--- src/rtl/imem_loader_pkg.sv ---
// Shared types and constants for the instruction-memory loader.
package imem_loader_pkg;

  localparam int unsigned BYTE_W     = 8;
  localparam int unsigned WORD_W     = 32;
  localparam int unsigned HDR_BYTES  = 4;
  localparam int unsigned WORD_BYTES = 4;

  typedef enum logic [2:0] {
    IDLE  = 3'd0,
    HDR   = 3'd1,
    DATA  = 3'd2,
    WRITE = 3'd3,
    CSUM  = 3'd4,
    DONE  = 3'd5,
    ERR   = 3'd6
  } state_e;

endpackage

--- src/rtl/imem_loader_asm.sv ---
// MSB-first byte-to-word shift assembler, shared by header count and data words.
module byte_word_asm
  import imem_loader_pkg::*;
(
  input  logic              clk,
  input  logic              reset,
  input  logic              clear,
  input  logic              shift_en,
  input  logic [BYTE_W-1:0] data_byte,
  output logic [WORD_W-1:0] word_c,
  output logic              last_c
);

  localparam int unsigned CNT_W = $clog2(WORD_BYTES);
  localparam int unsigned SR_W  = WORD_W - BYTE_W;

  logic [CNT_W-1:0] cnt_q;
  logic [SR_W-1:0]  sr_q;

  // Word as it stands once the byte on the input is shifted in.
  assign word_c = {sr_q, data_byte};
  assign last_c = (cnt_q == CNT_W'(WORD_BYTES - 1));

  // Byte counter wraps naturally after the last byte of a word.
  always_ff @(posedge clk) begin
    if (reset || clear) begin
      cnt_q <= '0;
      sr_q  <= '0;
    end else if (shift_en) begin
      cnt_q <= cnt_q + CNT_W'(1);
      sr_q  <= word_c[SR_W-1:0];
    end
  end

endmodule

--- src/rtl/imem_loader.sv ---
// Fills instruction memory from a framed byte stream and releases the core on success.
module imem_loader
  import imem_loader_pkg::*;
#(
  parameter logic [31:0] BASE_ADDR        = 32'h0000_0000,
  parameter int unsigned IMEM_DEPTH_WORDS = 1024
) (
  input  logic        clk,
  input  logic        reset,
  input  logic        start_ldr_i,
  input  logic [7:0]  byte_ldr_i,
  input  logic        byte_valid_ldr_i,
  output logic        byte_ready_ldr_o,
  output logic [31:0] wr_addr_imem_ldr_o,
  output logic [31:0] wr_instr_imem_ldr_o,
  output logic        wr_en_imem_ldr_o,
  output logic        cpu_reset_ldr_o,
  output logic        busy_ldr_o,
  output logic        done_ldr_o,
  output logic        err_ldr_o
);

  localparam int unsigned CNT_W = HDR_BYTES * BYTE_W;

  state_e              state_q, state_d;
  logic [CNT_W-1:0]    count_q;
  logic [WORD_W-1:0]   word_idx_q;
  logic [WORD_W-1:0]   word_idx_inc_c;
  logic [BYTE_W-1:0]   xor_q;
  logic                accept_c, shift_en_c, start_c;
  logic [WORD_W-1:0]   asm_word_c;
  logic                asm_last_c;

  logic                ready_d, wr_en_d, cpu_reset_d, busy_d, done_d, err_d;
  logic [31:0]         wr_addr_d, wr_instr_d;

  assign accept_c       = byte_valid_ldr_i && byte_ready_ldr_o;
  assign shift_en_c     = accept_c && ((state_q == HDR) || (state_q == DATA));
  assign start_c        = start_ldr_i && ((state_q == IDLE) || (state_q == DONE) || (state_q == ERR));
  assign word_idx_inc_c = word_idx_q + WORD_W'(1);

  byte_word_asm u_asm (
    .clk       (clk),
    .reset     (reset),
    .clear     (start_c),
    .shift_en  (shift_en_c),
    .data_byte (byte_ldr_i),
    .word_c    (asm_word_c),
    .last_c    (asm_last_c)
  );

  // State register.
  always_ff @(posedge clk) begin
    if (reset) state_q <= IDLE;
    else       state_q <= state_d;
  end

  // Next-state decode for the frame parser.
  always_comb begin
    state_d = state_q;
    case (state_q)
      IDLE, DONE, ERR: if (start_ldr_i) state_d = HDR;
      HDR: begin
        if (shift_en_c && asm_last_c) begin
          if (asm_word_c > WORD_W'(IMEM_DEPTH_WORDS)) state_d = ERR;
          else if (asm_word_c == '0)                  state_d = CSUM;
          else                                        state_d = DATA;
        end
      end
      DATA:  if (shift_en_c && asm_last_c) state_d = WRITE;
      WRITE: state_d = (word_idx_inc_c == count_q) ? CSUM : DATA;
      CSUM: begin
        if (accept_c) state_d = (byte_ldr_i == xor_q) ? DONE : ERR;
      end
      default: state_d = IDLE;
    endcase
  end

  // Output values for the upcoming state, registered below.
  always_comb begin
    ready_d     = (state_d == HDR) || (state_d == DATA) || (state_d == CSUM);
    wr_en_d     = (state_d == WRITE);
    busy_d      = (state_d == HDR) || (state_d == DATA) || (state_d == WRITE) || (state_d == CSUM);
    done_d      = (state_d == DONE);
    err_d       = (state_d == ERR);
    cpu_reset_d = (state_d != DONE);
    wr_addr_d   = wr_addr_imem_ldr_o;
    wr_instr_d  = wr_instr_imem_ldr_o;
    if (state_d == WRITE) begin
      wr_addr_d  = BASE_ADDR + (word_idx_q << 2);
      wr_instr_d = asm_word_c;
    end
  end

  // Output registers plus count, word index and running checksum.
  always_ff @(posedge clk) begin
    if (reset) begin
      byte_ready_ldr_o    <= 1'b0;
      wr_en_imem_ldr_o    <= 1'b0;
      wr_addr_imem_ldr_o  <= BASE_ADDR;
      wr_instr_imem_ldr_o <= '0;
      cpu_reset_ldr_o     <= 1'b1;
      busy_ldr_o          <= 1'b0;
      done_ldr_o          <= 1'b0;
      err_ldr_o           <= 1'b0;
      count_q             <= '0;
      word_idx_q          <= '0;
      xor_q               <= '0;
    end else begin
      byte_ready_ldr_o    <= ready_d;
      wr_en_imem_ldr_o    <= wr_en_d;
      wr_addr_imem_ldr_o  <= wr_addr_d;
      wr_instr_imem_ldr_o <= wr_instr_d;
      cpu_reset_ldr_o     <= cpu_reset_d;
      busy_ldr_o          <= busy_d;
      done_ldr_o          <= done_d;
      err_ldr_o           <= err_d;
      if (start_c) begin
        count_q    <= '0;
        word_idx_q <= '0;
        xor_q      <= '0;
      end else begin
        if (shift_en_c)                                     xor_q      <= xor_q ^ byte_ldr_i;
        if ((state_q == HDR) && shift_en_c && asm_last_c)   count_q    <= asm_word_c;
        if (state_q == WRITE)                               word_idx_q <= word_idx_inc_c;
      end
    end
  end

endmodule

--- config.mk ---
export PLATFORM = sky130hd
export DESIGN_NAME = imem_loader
export DESIGN_NICKNAME = d
export VERILOG_FILES = /design/src/rtl/imem_loader_pkg.sv /design/src/rtl/imem_loader_asm.sv /design/src/rtl/imem_loader.sv
export SDC_FILE = /design/constraint.sdc
export NUM_CORES = 1
export LEC_CHECK = 0
export CAP_MARGIN = 20
export CORE_ASPECT_RATIO = 1.75
export CORE_MARGIN = 2
export CORE_UTILIZATION = 45
export CTS_BUF_LIST = sky130_fd_sc_hd__clkbuf_8
export DETAILED_ROUTE_END_ITERATION = 6
export DONT_BUFFER_PORTS = 1
export PLACE_DENSITY = 0.6
export RECOVER_POWER = 25
export SLEW_MARGIN = 10
export SYNTH_ARGS = -nofsm -noshare
export SYNTH_HDL_FRONTEND = slang
export SYNTH_SLANG_ARGS = --single-unit
--- constraint.sdc ---
create_clock -name clk -period 4.4 [get_ports clk]
set_input_delay 0.22 -clock clk [delete_from_list [all_inputs] [get_ports clk]]
set_output_delay 0.22 -clock clk [all_outputs]
set_load 0.02 [all_outputs]
==> impl_results.md <==
* Cell-by-cell trace of the critical path: ha_1, nand3_1, nor4_1, nand4_1, a211oi_1, o211ai_1, nor4_2, a21boi_1, nand3b_1
* Slowest-stage cell, CP: nor4_1
* Routed WL per cell at 17.57 um
* Critical path's top delay family: simple AND/OR/NAND/NOR gates
* Worst-case reg-to-reg path depth at 9
* Final hold slack at 0.06855 ns
* Clock skew at 0.01930 ns
* Vias in the first global route at 6373
* DIE WIDTH at 102.4 um
* Syn Area/Cell at 7.770 um2
* CTS buffer count at 17
* Final wirelength at 20.77 mm
* Post-synthesis cell type count at 58
* Hold EP: u_asm.sr_q[9]
* Final Slew Violations at 0
* HP Start: reset
* Mapped Area at 7622 um2
* Ant. Diodes at 0
* Final Non-Filler Cells at 1182
* EDFF count, synth at 0
* Final hold violation count at 0
* Critical path fanouts, max at 8
* Core box area at 16790 um2
* Post-CTS setup buffer count at 0
* Critical path's largest stage delay at 0.64 ns
* End of the worst register-to-register path: cpu_reset_ldr_o
* Pwr Total at 2744 uW
* Worst reg2reg startpoint: word_idx_q[0]
* Most common cell after layout, fill and taps aside: nand2_1
* Initial Util at 45.40%
* First-pass GRT wire length at 33.55 mm
* Critical path required time at 4.76 ns
* Initial DRC Count at 241
* Total number of vias at 6455
* WP buf/inv at 0
* RSZ-0062 raised after global routing: false
* Maximum capacitance violations at 0
* Synth area leaders: dfxtp_1, nand2_1, a21oi_1
* Row count at 63
* Initial antenna violation count at 0
* Lkg Pwr at 0.002552 uW
* Max clock buf depth at 2
* Routability cong. at 0.9252
* Placed Cells at 1140
* Outcome: finished, final reports clean
* # IOs at 82
* Slew @ Worst Pin at 0.9162 ns
* Worst Hold Depth at 2
* Tmin final at 3.167 ns
* F_max at 0.3157 GHz
* Post-route cell area at 8190 um2
* Largest net degree at the start of global routing at 86
* Routed vias/inst at 5.461
* CP arrival at 3.53 ns
* Setup TNS at 0 ns
* Highest ir drop seen on vdd at 0.0002202 V
* Synth Flop Type: dfxtp_1
* Final cycle utilization of the critical path at 71.98%
* CTS clk-pin slew, worst paths at 0.11 ns
* Commonest cells after routing, fill and taps aside: nand2_1, dfxtp_1, a21oi_1, nor2_1, xnor2_1
* Post-Syn Instances at 981
* M1 WL at 8.142 mm
* WL met2 at 11.27 mm
* PwrDens at 335.0 nW/um2
* Routed Antenna Nets at 0
* Crit. End Element: flip-flop
* PortBufs at 0
* Synth Register Bits at 169
* H-tree depth at 4
* Synth top area share at 44.39%
* Crit start category: flip-flop
* Final setup viols at 0
* Clk Latency, worst-skew pair at 0.49 ns
* Residual DRC at 0
* CTS tree: built
* Worst hold-check path type: input pin to flip-flop
* Max Used Layer: met4
* FF-to-FF setup slack at 1.23 ns
* Placed cell area at 7659 um2
* Layout Nets at 956
* Critical path class: flip-flop to flip-flop
* CTS root buffer: clkbuf_8
* Die area at 18040 um2
* Yosys warnings at 0
* Top cell type by total area after synthesis: dfxtp_1
* Total clock sinks at 169
* Synth async-reset ratio at 0%
* Share of cells above drive strength 1 at 5.654%
* HPWL Detailed at 14.63 mm
* Syn-to-layout area delta at 7.452%
* Sequential share of the synthesized area at 44.39%
* Slew HR at 38.92%
* First-pass DRT Iterations at 7
* Total GRT Usage at 24.03%
* Total grt overflow at 0
* Met3 wire len at 688 um
* Die height at 176.2 um
## area by class of cell
type                    instances  area (um2)
repair buffers                 17       170.2
flip-flops and latches        169        3383
clock buffers                  17       234.0
well taps                     227       284.0
fillers                      1720        8600
inverters                       4       15.01
multi-input cells             733        3924
clock inverters                15       180.2
## routing by layer
metal  GRT usage [%]  vias up
li1                -     3237
met2           43.91      155
met3           3.563       40
met4           10.94        0
met1           26.75     3023
met5               0        -
## per-stage QoR
| stage | worst slack (ns) | util (%) |
|---|---|---|
| final | 1.233 | 48.78 |
| after global routing | 1.033 | 48.78 |
| after CTS | 1.242 | 48.78 |
| after detailed placement | 1.259 | 45.61 |
| after global placement | 1.364 | 45.61 |
| after floorplan | 1.849 | - |
## synth_stat cells (2+ instances only)
cell type	number
nor3_1	20
o2111ai_1	3
a21o_1	2
ha_1	2
nor2_1	60
nand2b_1	2
buf_4	3
or2_2	2
and3b_1	3
o21a_1	5
nor2b_1	2
mux2i_1	2
buf_2	16
a22oi_1	2
nand4_1	16
nor3b_1	2
and4_1	9
or3_1	10
or4_1	5
xor2_1	35
xnor2_1	48
nand3_1	29
a21oi_1	131
o31ai_1	2
nor4_1	17
o21ai_0	9
and3_1	12
o211ai_1	6
nand2_1	267
nand3b_1	5
buf_1	4
dfxtp_1	169
inv_1	4
clkbuf_1	53
## state kept, by name (all words and copies together) (netlist names)
name                 count
u_asm.cnt_q              2
wr_addr_imem_ldr_o      30
wr_instr_imem_ldr_o     32
cpu_reset_ldr_o          1
state_q                  3
word_idx_q              32
u_asm.sr_q              24
wr_en_imem_ldr_o         1
done_ldr_o               1
err_ldr_o                1
busy_ldr_o               1
xor_q                    8
count_q                 32
byte_ready_ldr_o         1
## cell families (layout without fill, tap and decap cells)
logic type	Yosys count	in the layout	share of synthesized area (%)
buffers and inverters	80	53	4.350
AOI/OAI and AO/OA	174	174	12.85
and+or+nand+nor	469	469	27.94
xor gates and xnor gates	84	84	9.832
muxes	2	2	0.2627
DFF	169	169	44.39
adders and majority gates	2	2	0.3282
other	1	2	0.04920
## worst register-to-register path: cells and delay by family, from the launching register on
family | cells | cell delay (ns)
AOI/OAI and AO/OA | 3 | 0.61
adders and majority gates | 1 | 0.30
DFF | 1 | 0.46
and+or+nand+nor | 5 | 1.69
## worst max path at each step
stage / startpoint / to / cells past startpoint
2_1_floorplan: word_idx_q[0] / cpu_reset_ldr_o / 9
5_1_grt: word_idx_q[0] / cpu_reset_ldr_o / 9
3_3_place_gp: word_idx_q[0] / cpu_reset_ldr_o / 9
4_1_cts: word_idx_q[0] / cpu_reset_ldr_o / 9
3_5_place_dp: word_idx_q[0] / cpu_reset_ldr_o / 9
6_report: word_idx_q[0] / cpu_reset_ldr_o / 9
## report_power, final
part	switching [uW]	internal, uW	leakage, uW
clock network	697	435	0.000204
logic	51.7	20.0	0.000987
registers	6.73	1530	0.00136
## what timing repair did
action / in CTS / in global routing
hold buffers: 10 / 0
endpoints found under the hold margin: 95 / 0
resized for setup: 0 / 0
No activity file was read; power rests on OpenSTA's default activity.
